[config.mk]
export PLATFORM = sky130hd
export DESIGN_NAME = sort_frame_feeder
export DESIGN_NICKNAME = d
export VERILOG_FILES = /design/src/rtl/sort_pkg.sv /design/src/rtl/sort_feed_fifo.sv /design/src/rtl/sort_frame_feeder.sv
export SDC_FILE = /design/constraint.sdc
export NUM_CORES = 1
export LEC_CHECK = 0
export CAP_MARGIN = 40
export CORE_MARGIN = 10
export CORE_UTILIZATION = 40
export DETAILED_ROUTE_END_ITERATION = 7
export PLACE_DENSITY_LB_ADDON = 0.25
export SETUP_SLACK_MARGIN = 0.05
export SLEW_MARGIN = 15
export SYNTH_ARGS = -nofsm -noshare
export SYNTH_HDL_FRONTEND = slang
export SYNTH_SLANG_ARGS = --single-unit
[constraint.sdc]
create_clock -name CLK -period 7.5 [get_ports CLK]
set_clock_uncertainty 0.2 [all_clocks]
set_input_delay 1.875 -clock CLK [delete_from_list [all_inputs] [get_ports CLK]]
set_output_delay 1.875 -clock CLK [all_outputs]
set_load 0.05 [all_outputs]
[src/rtl/sort_pkg.sv]
// Shared constants and types for the bubble-sorter frame feeder.
package sort_pkg;

  localparam logic [31:0] SORT_SENTINEL  = 32'h7FFF_FFFF;
  localparam logic [31:0] SORT_CLAMP     = 32'h7FFF_FFFE;
  localparam int          SORT_FRAME_LEN = 5;

  typedef enum logic {
    FILL = 1'b0,
    PAD  = 1'b1
  } feed_state_e;

  typedef struct packed {
    logic        last;
    logic [31:0] data;
  } feed_entry_t;

  // The sentinel marks an empty sorter slot, so real data must never carry it.
  function automatic logic [31:0] sort_clamp(input logic [31:0] d);
    return (d == SORT_SENTINEL) ? SORT_CLAMP : d;
  endfunction

endpackage

[src/rtl/sort_feed_fifo.sv]
// Small synchronous FIFO; full/empty from read/write pointers with one extra wrap bit.
module sort_feed_fifo #(
  parameter int WIDTH = 33,
  parameter int DEPTH = 4
) (
  input  logic             CLK,
  input  logic             RST_N,
  input  logic             i_push,
  input  logic             i_pop,
  input  logic [WIDTH-1:0] i_wdata,
  output logic             o_full,
  output logic             o_empty,
  output logic [WIDTH-1:0] o_head
);

  localparam int AW = $clog2(DEPTH);
  localparam logic [AW:0] PTR_ONE = (AW+1)'(1);

  logic [AW:0]      r_wr_ptr, r_rd_ptr;
  logic [WIDTH-1:0] r_mem [DEPTH];
  logic             w_do_push, w_do_pop;

  assign o_empty   = (r_wr_ptr == r_rd_ptr);
  assign o_full    = (r_wr_ptr[AW] != r_rd_ptr[AW]) &&
                     (r_wr_ptr[AW-1:0] == r_rd_ptr[AW-1:0]);
  assign w_do_push = i_push && !o_full;
  assign w_do_pop  = i_pop && !o_empty;
  assign o_head    = r_mem[r_rd_ptr[AW-1:0]];

  always_ff @(posedge CLK or posedge RST_N) begin
    if (RST_N) begin
      r_wr_ptr <= '0;
      r_rd_ptr <= '0;
    end else begin
      if (w_do_push) r_wr_ptr <= r_wr_ptr + PTR_ONE;
      if (w_do_pop)  r_rd_ptr <= r_rd_ptr + PTR_ONE;
    end
  end

  always_ff @(posedge CLK) begin
    if (w_do_push) r_mem[r_wr_ptr[AW-1:0]] <= i_wdata;
  end

endmodule

[src/rtl/sort_frame_feeder.sv]
// Buffers a valid/ready sample stream and feeds the sorter's put method in
// fixed-length frames, padding short frames with the empty sentinel.
module sort_frame_feeder
  import sort_pkg::*;
#(
  parameter int FRAME_LEN  = SORT_FRAME_LEN,
  parameter int FIFO_DEPTH = 4,
  parameter int CNT_W      = 16
) (
  input  logic             CLK,
  input  logic             RST_N,
  input  logic             in_valid,
  output logic             in_ready,
  input  logic [31:0]      in_data,
  input  logic             in_last,
  output logic [31:0]      put_x,
  output logic             EN_put,
  input  logic             RDY_put,
  output logic [CNT_W-1:0] frame_count,
  output logic [CNT_W-1:0] clamp_count,
  output logic             busy
);

  localparam int SLOT_W = (FRAME_LEN > 1) ? $clog2(FRAME_LEN) : 1;
  localparam logic [SLOT_W-1:0] SLOT_LAST = SLOT_W'(FRAME_LEN - 1);
  localparam logic [SLOT_W-1:0] SLOT_ONE  = SLOT_W'(1);
  localparam logic [CNT_W-1:0]  CNT_ONE   = CNT_W'(1);

  feed_state_e       r_state, w_state_nxt;
  logic [SLOT_W-1:0] r_slot, w_slot_nxt;
  logic              w_full, w_empty, w_push, w_pop, w_frame_done, w_clamp_hit;
  feed_entry_t       w_wentry, w_head;

  assign in_ready    = !w_full;
  assign w_push      = in_valid && !w_full;
  assign w_wentry    = '{last: in_last, data: sort_clamp(in_data)};
  assign w_clamp_hit = w_push && (in_data == SORT_SENTINEL);
  assign busy        = !w_empty || (r_state == PAD);

  sort_feed_fifo #(
    .WIDTH ($bits(feed_entry_t)),
    .DEPTH (FIFO_DEPTH)
  ) u_fifo (
    .CLK     (CLK),
    .RST_N   (RST_N),
    .i_push  (w_push),
    .i_pop   (w_pop),
    .i_wdata (w_wentry),
    .o_full  (w_full),
    .o_empty (w_empty),
    .o_head  (w_head)
  );

  always_ff @(posedge CLK or posedge RST_N) begin
    if (RST_N) begin
      r_state     <= FILL;
      r_slot      <= '0;
      frame_count <= '0;
      clamp_count <= '0;
    end else begin
      r_state <= w_state_nxt;
      r_slot  <= w_slot_nxt;
      if (w_frame_done) frame_count <= frame_count + CNT_ONE;
      if (w_clamp_hit)  clamp_count <= clamp_count + CNT_ONE;
    end
  end

  always_comb begin
    w_state_nxt  = r_state;
    w_slot_nxt   = r_slot;
    w_frame_done = 1'b0;
    w_pop        = 1'b0;
    EN_put       = 1'b0;
    put_x        = SORT_SENTINEL;
    unique case (r_state)
      FILL: begin
        if (!w_empty && RDY_put) begin
          EN_put = 1'b1;
          put_x  = w_head.data;
          w_pop  = 1'b1;
          // A full frame closes itself regardless of the last flag.
          if (r_slot == SLOT_LAST) begin
            w_slot_nxt   = '0;
            w_frame_done = 1'b1;
          end else begin
            w_slot_nxt = r_slot + SLOT_ONE;
            if (w_head.last) w_state_nxt = PAD;
          end
        end
      end
      PAD: begin
        if (RDY_put) begin
          EN_put = 1'b1;
          if (r_slot == SLOT_LAST) begin
            w_slot_nxt   = '0;
            w_frame_done = 1'b1;
            w_state_nxt  = FILL;
          end else begin
            w_slot_nxt = r_slot + SLOT_ONE;
          end
        end
      end
      default: w_state_nxt = FILL;
    endcase
  end

endmodule

==> results of run 1 <==
==> power by group through the flow <==
| stage | registers (mW) | clock network [mW] | logic, mW |
|---|---|---|---|
| after global placement | 1.39 | 0 | 0.950 |
| after detailed placement | 1.37 | 0 | 1.04 |
| after global routing | 1.37 | 0.905 | 1.10 |
| final | 1.35 | 0.840 | 1.02 |
| after floorplan | 1.36 | 0 | 0.695 |
| after CTS | 1.35 | 0.861 | 1.05 |
==> per-stage QoR <==
| stage | instances | cell area [sq um] |
|---|---|---|
| 2_1_floorplan | 441 | 7220 |
| 3_3_place_gp | 731 | 8370 |
| 3_5_place_dp | 736 | 8500 |
| 4_1_cts | 768 | 9070 |
| 5_1_grt | 768 | 9070 |
| 6_report | 768 | 9070 |
==> path summary, 6_finish.rpt <==
kind,end,start,cells after the start
setup / recovery,put_x[31],RDY_put,5
hold / removal,clamp_count[15],clamp_count[15],1
setup reg to reg,u_fifo.r_mem[0][17],u_fifo.r_rd_ptr[1],4
hold reg to reg,clamp_count[15],clamp_count[15],1
max in group asynchronous,u_fifo.r_rd_ptr[0],RST_N,3
min in group asynchronous,u_fifo.r_wr_ptr[0],RST_N,3
==> worst register-to-register path: cells and delay by family (launching register included) <==
family	cells	cell delay [ns]
xor+xnor	1	0.21
compound gates	1	0.25
simple gates	1	0.56
flops	1	0.70
buf+inv	1	0.24
==> flip-flops by register name, summed over array words and instances, names as in the netlist <==
signal           count
u_fifo.r_wr_ptr      3
u_fifo.r_mem       132
u_fifo.r_rd_ptr      3
r_state              1
frame_count         16
r_slot               3
clamp_count         16
==> area by class of cell <==
class	count	area, sq um
clock buffers	18	429
clock inverters	14	134
fillers	1469	8770
inverters	11	41.3
multi-input cells	210	1970
flip-flops and latches	174	5020
well taps	229	287
repair buffers	112	1190
==> synthesized netlist by cell type (3+ instances only) <==
master	n	share of area
o21ai_0	3	0.0021
nand4_1	14	0.012
nor2_1	11	0.0057
xor2_1	19	0.023
nand3_1	14	0.0097
buf_4	3	0.0031
nand2_1	18	0.0094
dfrtp_1	42	0.15
xnor2_1	20	0.024
nand2b_1	31	0.027
nor3_1	4	0.0028
inv_1	11	0.0057
clkbuf_1	37	0.019
and3_1	10	0.0087
and4_1	3	0.0036
edfxtp_1	132	0.55
mux4_2	33	0.10
and2_1	6	0.0052
buf_2	4	0.0028
ha_1	9	0.016
==> per-layer routing <==
metal  up-vias  track usage
met5         -            0
met4         0       0.0297
met3         4       0.0469
met2       113        0.206
met1      1990        0.160
li1       1793            -
==> cell families after synthesis <==
| kind of cell | Yosys count |
|---|---|
| AND/OR/NAND/NOR | 117 |
| AO/OA/AOI/OAI | 8 |
| XOR/XNOR | 40 |
| adder cells (fa/ha/maj) | 9 |
| multiplexers | 36 |
| flip-flops | 174 |
| buffers and inverters | 57 |
==> impl_results.md, run 1 <==
- Largest net degree at the start of global routing: 43
- Fin Hold WS: approximately 0.27 ns
- Post-Synth XOR/XNOR Area: 0.0495
- Clock-pin slew on the worst setup and hold paths: approximately 0.060 ns
- Synthesized flop and latch total: 174
- WL/cell: just under 20 microns
- RSZ-0062 raised after global routing: false
- Hold Fails Final Rpt: 0
- Min cycle time layout: between 6 and 7 ns
- Total Power: 3.21 mW
- Gate power share: 0.317
- Critical path capture point type: output port
- Pleak: between 3 and 4 nW
- First-pass GRT wire length: 23.8 mm
- # IOs: approximately 100
- Flop-to-flop setup slack: 5.04 ns
- CP Class: in -> out
- Post-Synth Adder-Cell Area: 0.0156
- Pin slew with the least headroom to its limit: approximately 0.72 ns
- Maximum vdd drop: roughly 0.00024 V
- Clock sink count: approximately 170
- Post-synth cell types: 33
- Number of gates resized after cts: 0
- CP top delay family: buffers and inverters
- Setup crit start kind: input pin
- Internal: 2.17 mW
- Residual DRC: 0
- Total number of vias: 3900
- Multiplexer area fraction after synthesis: 0.107
- Count of pins over their slew limit: 0
- Largest family of logic cells by synthesized area: multiplexers
- Post-synthesis sequential area ratio: 0.694
- Grt ovf: 0
- Die Y: 154 microns
- Layout cells sized above 1: 0.156
- Die ar.: ~24000 sq um
- Net count, final: 572
- Crit path cell chain: clkdlybuf4s50_1 -> and3_1 -> buf_4 -> and2_1 -> clkdlybuf4s50_1
- Final Cycle Share: 0.801
- Antenna violations before repair: 0
- Largest buffer count on any clock path: 2
- Sw Ratio: 0.323
- Syn Area/Cell: about 16 sq um
- Critical Path Fanout Max: 20
- Root buf cell: clkbuf_16
- Yosys warnings: 0
- Final Util: 0.508
- Worst EP arrival: 3.93 ns
- Final setup viols: 0
- Clock power frac: 0.262
- Psw: a little over 1 mW
- Sequential group share of total power: 0.421
- Mapped Nets: 487
- Iteration-0 DRC Markers: around 280
- Max-Cap Viols: 0
- Post-Synth Simple-Gate Area: 0.0915
- Slowest-stage cell, CP: clkdlybuf4s50_1
- CP max stage delay: slightly above 0.8 ns
- CTS Buf Count: 17
- Post-CTS Hold Buffers: 0
- Worst-Skew Late Latency: approximately 0.42 ns
- Hold Crit Class: reg -> reg
- Global placement routability congestion: 0.740
- Htree depth: 4
- Diodes inserted: 0
- Worst slew margin: 0.523
- Number of routed nets with antenna violations: 0
- Starting density of the core: 0.405
- Synth Cell Area: between 7000 and 8000 sq um
- DR top layer: met4
- Wire length on met1: ~6.5 mm
- CP required: ~5.4 ns
- Compound-cell area share of the yosys netlist: 0.00779
- Most common cell after layout, fill and taps aside: edfxtp_1
- Final TNS setup: 0 ns
- Pre-CTS setup slack: 1.48 ns
- HPWL Detailed: between 10 and 15 mm
- Post CTS Setup Buffer Count: 0
- Met2 wire length: 7.30 mm
- Crit path buf inv count: 3
- Total track usage: 0.127
- Drt first pass iters: 4
- Die W: ~150 microns
- Vias in the first global route: roughly 4300
- Drt via density: between 5 and 6
- EDFF count, synth: 132
- Row Count: about 50
- Port Buffer Count: between 100 and 150
- Final WL: roughly 15 mm
- Most frequent cells in the layout: edfxtp_1, clkdlybuf4s50_1, dfrtp_1
- Pwr dens: roughly 350 nW/um^2
- Peak Freq: between 150 and 200 MHz
- Mapped Cells: ~440
- PnR worst setup slack: roughly 1.5 ns
- Area growth syn-to-layout: 25.5%
- Top_reg_cell synth: edfxtp_1
- Synth async-reset ratio: 0.241
- Core area: ~18000 sq um
- Status: completed
- TritonCTS clock tree: built
- Crit-path most repeated cell: clkdlybuf4s50_1
- Met3 Wirelength: roughly 1.1 mm
Power figures use the tool's default switching activity.
==> run 2: changes to the inputs <==
==> constraint.sdc (replaced) <==
create_clock -name CLK -period 4.9 [get_ports CLK]
set_clock_uncertainty 0.2 [all_clocks]
set_input_delay 1.225 -clock CLK [delete_from_list [all_inputs] [get_ports CLK]]
set_output_delay 1.225 -clock CLK [all_outputs]
set_load 0.05 [all_outputs]
==> run 2 against run 1 <==
Effect of this change: first-iteration DRC count fell by 1.8%; utilization fell by 0.22 points; register-to-register slack got worse by 2.7 ns; total power rose by 55%; final cell count fell by 0.39%; critical path type unchanged; die area did not move; via count barely moved.
==> impl_results.md, run 2 (synthesis results as in run 1) <==
- Net count, final: 572
- Post-route cell area: roughly 9000 sq um
- Hold Path End: clamp_count[15]
- Most common cell after layout, fill and taps aside: edfxtp_1
- Number of gates resized after cts: 0
- Die Y: 154 microns
- Hold Fails Final Rpt: 0
- CP Class: in -> out
- Largest register FFs: around 130
- Pin slew with the least headroom to its limit: 0.613 ns
- CP required: around 3.5 ns
- PnR worst setup slack: 0.691 ns
- Drt first pass iters: 4
- Count of pins over their slew limit: 0
- Critical Path Fanout Max: 6
- Final setup viols: 0
- Clock power frac: 0.279
- Post-CTS Hold Buffers: 0
- Gate power share: 0.306
- Core area: 17800 sq um
- Number of routed nets with antenna violations: 0
- Iteration-0 DRC Markers: between 200 and 300
- Final WL: ~15 mm
- Max-Cap Viols: 0
- Internal: about 3.4 mW
- Hold Crit Class: reg -> reg
- Root buf cell: clkbuf_16
- Sequential group share of total power: 0.415
- R2R cell count: 5
- Die W: ~150 microns
- # IOs: between 100 and 150
- CP max stage delay: a little over 0.8 ns
- CP top delay family: buffers and inverters
- Clock-pin slew on the worst setup and hold paths: 0.06 ns
- Post CTS Setup Buffer Count: 0
- Status: completed
- Peak Freq: approximately 240 MHz
- Crit-path most repeated cell: clkdlybuf4s50_1
- Final TNS setup: 0 ns
- Grt ovf: 0
- Flop-to-flop setup slack: 2.32 ns
- Pleak: approximately 3.3 nW
- Largest net degree at the start of global routing: 37
- Crit path buf inv count: 3
- Post-DP Area: roughly 8400 sq um
- Largest buffer count on any clock path: 2
- Maximum vdd drop: between 0.0002 and 0.0003 V
- Diodes inserted: 0
- Hold depth: 1
- Fill cells: about 1500
- TritonCTS clock tree: built
- Row Count: 49
- R2r startpoint: u_fifo.r_rd_ptr[1]
- Htree depth: 4
- Final Util: 0.506
- Final Cycle Share: 0.859
- Residual DRC: 0
- Most frequent cells in the layout: edfxtp_1, clkdlybuf4s50_1, dfrtp_1
- Min cycle time layout: 4.21 ns
- WL/cell: just under 20 microns
- Total number of vias: ~3900
- Psw: 1.54 mW
- Clock sink count: approximately 170
- Total track usage: 0.127
- CTS Buf Count: 17
- Worst slew margin: 0.588
- RSZ-0062 raised after global routing: false
- Vias in the first global route: 4310
- Layout cells sized above 1: 0.213
- Pwr dens: about 550 nW/um^2
- Port Buffer Count: around 100
- Critical path capture point type: output port
- Crit path cell chain: clkdlybuf4s50_1 -> nand2_1 -> inv_1 -> clkdlybuf4s50_1
- Setup crit start kind: input pin
- Area growth syn-to-layout: 25.0%
- Pre-CTS setup slack: ~0.68 ns
- Global placement routability congestion: roughly 0.75
- Crit Reg-Reg Endpoint: u_fifo.r_mem[3][5]
- First-pass GRT wire length: roughly 24 mm
- Antenna violations before repair: 0
- HPWL Detailed: 9.95 mm
- Slowest-stage cell, CP: clkdlybuf4s50_1
- Worst-Skew Late Latency: 0.41 ns
- Worst EP arrival: about 2.8 ns
- HP Start: clamp_count[15]
- Starting density of the core: 0.405
- Sw Ratio: 0.311
- Die ar.: 23800 sq um
- Drt via density: just over 5
## run 2: cell type report
class                      count  area (sq um)  share of cell area
clock buffer                  18           429              0.0475
clock inverter                11           169              0.0187
inverter                      11          41.3             0.00457
multi-input combinational    210          1970               0.218
sequential                   174          5020               0.556
tap                          229           287              0.0317
timing repair buffer         112          1120               0.124
## run 2: worst max-delay path by stage
stage	startpoint	to	slack, ns	cells past startpoint
finish	RDY_put	EN_put	0.69	4
global route	RDY_put	EN_put	0.61	4
CTS	RDY_put	EN_put	0.68	4
detailed placement	RDY_put	EN_put	0.68	4
global placement	RDY_put	EN_put	0.72	4
floorplan	RDY_put	put_x[10]	1.25	4
## run 2: metal layers
metal  global-route usage  share of wire  vias to the layer above
li1                     -              -                     1779
met1                0.160           0.45                     1996
met2                0.204           0.48                      112
met3               0.0430          0.062                       14
met4               0.0364          0.010                        0
met5                    0              0                        -
## run 2: power by group through the flow
stage | logic [mW] | registers (mW) | clock network, mW
after floorplan | 1.06 | 2.09 | 0
after detailed placement | 1.55 | 2.10 | 0
after global placement | 1.48 | 2.08 | 0
after global routing | 1.63 | 2.10 | 1.48
after CTS | 1.56 | 2.07 | 1.42
final | 1.52 | 2.06 | 1.38
## run 2: through the flow
step / power, mW / hold WS, ns / cells
final: 4.96 / 0.266 / 765
after CTS: 5.05 / 0.272 / 765
after detailed placement: 3.65 / 0.264 / 736
after global placement: 3.56 / 0.255 / 731
after floorplan: 3.15 / 0.260 / 441
after global routing: 5.21 / 0.299 / 765
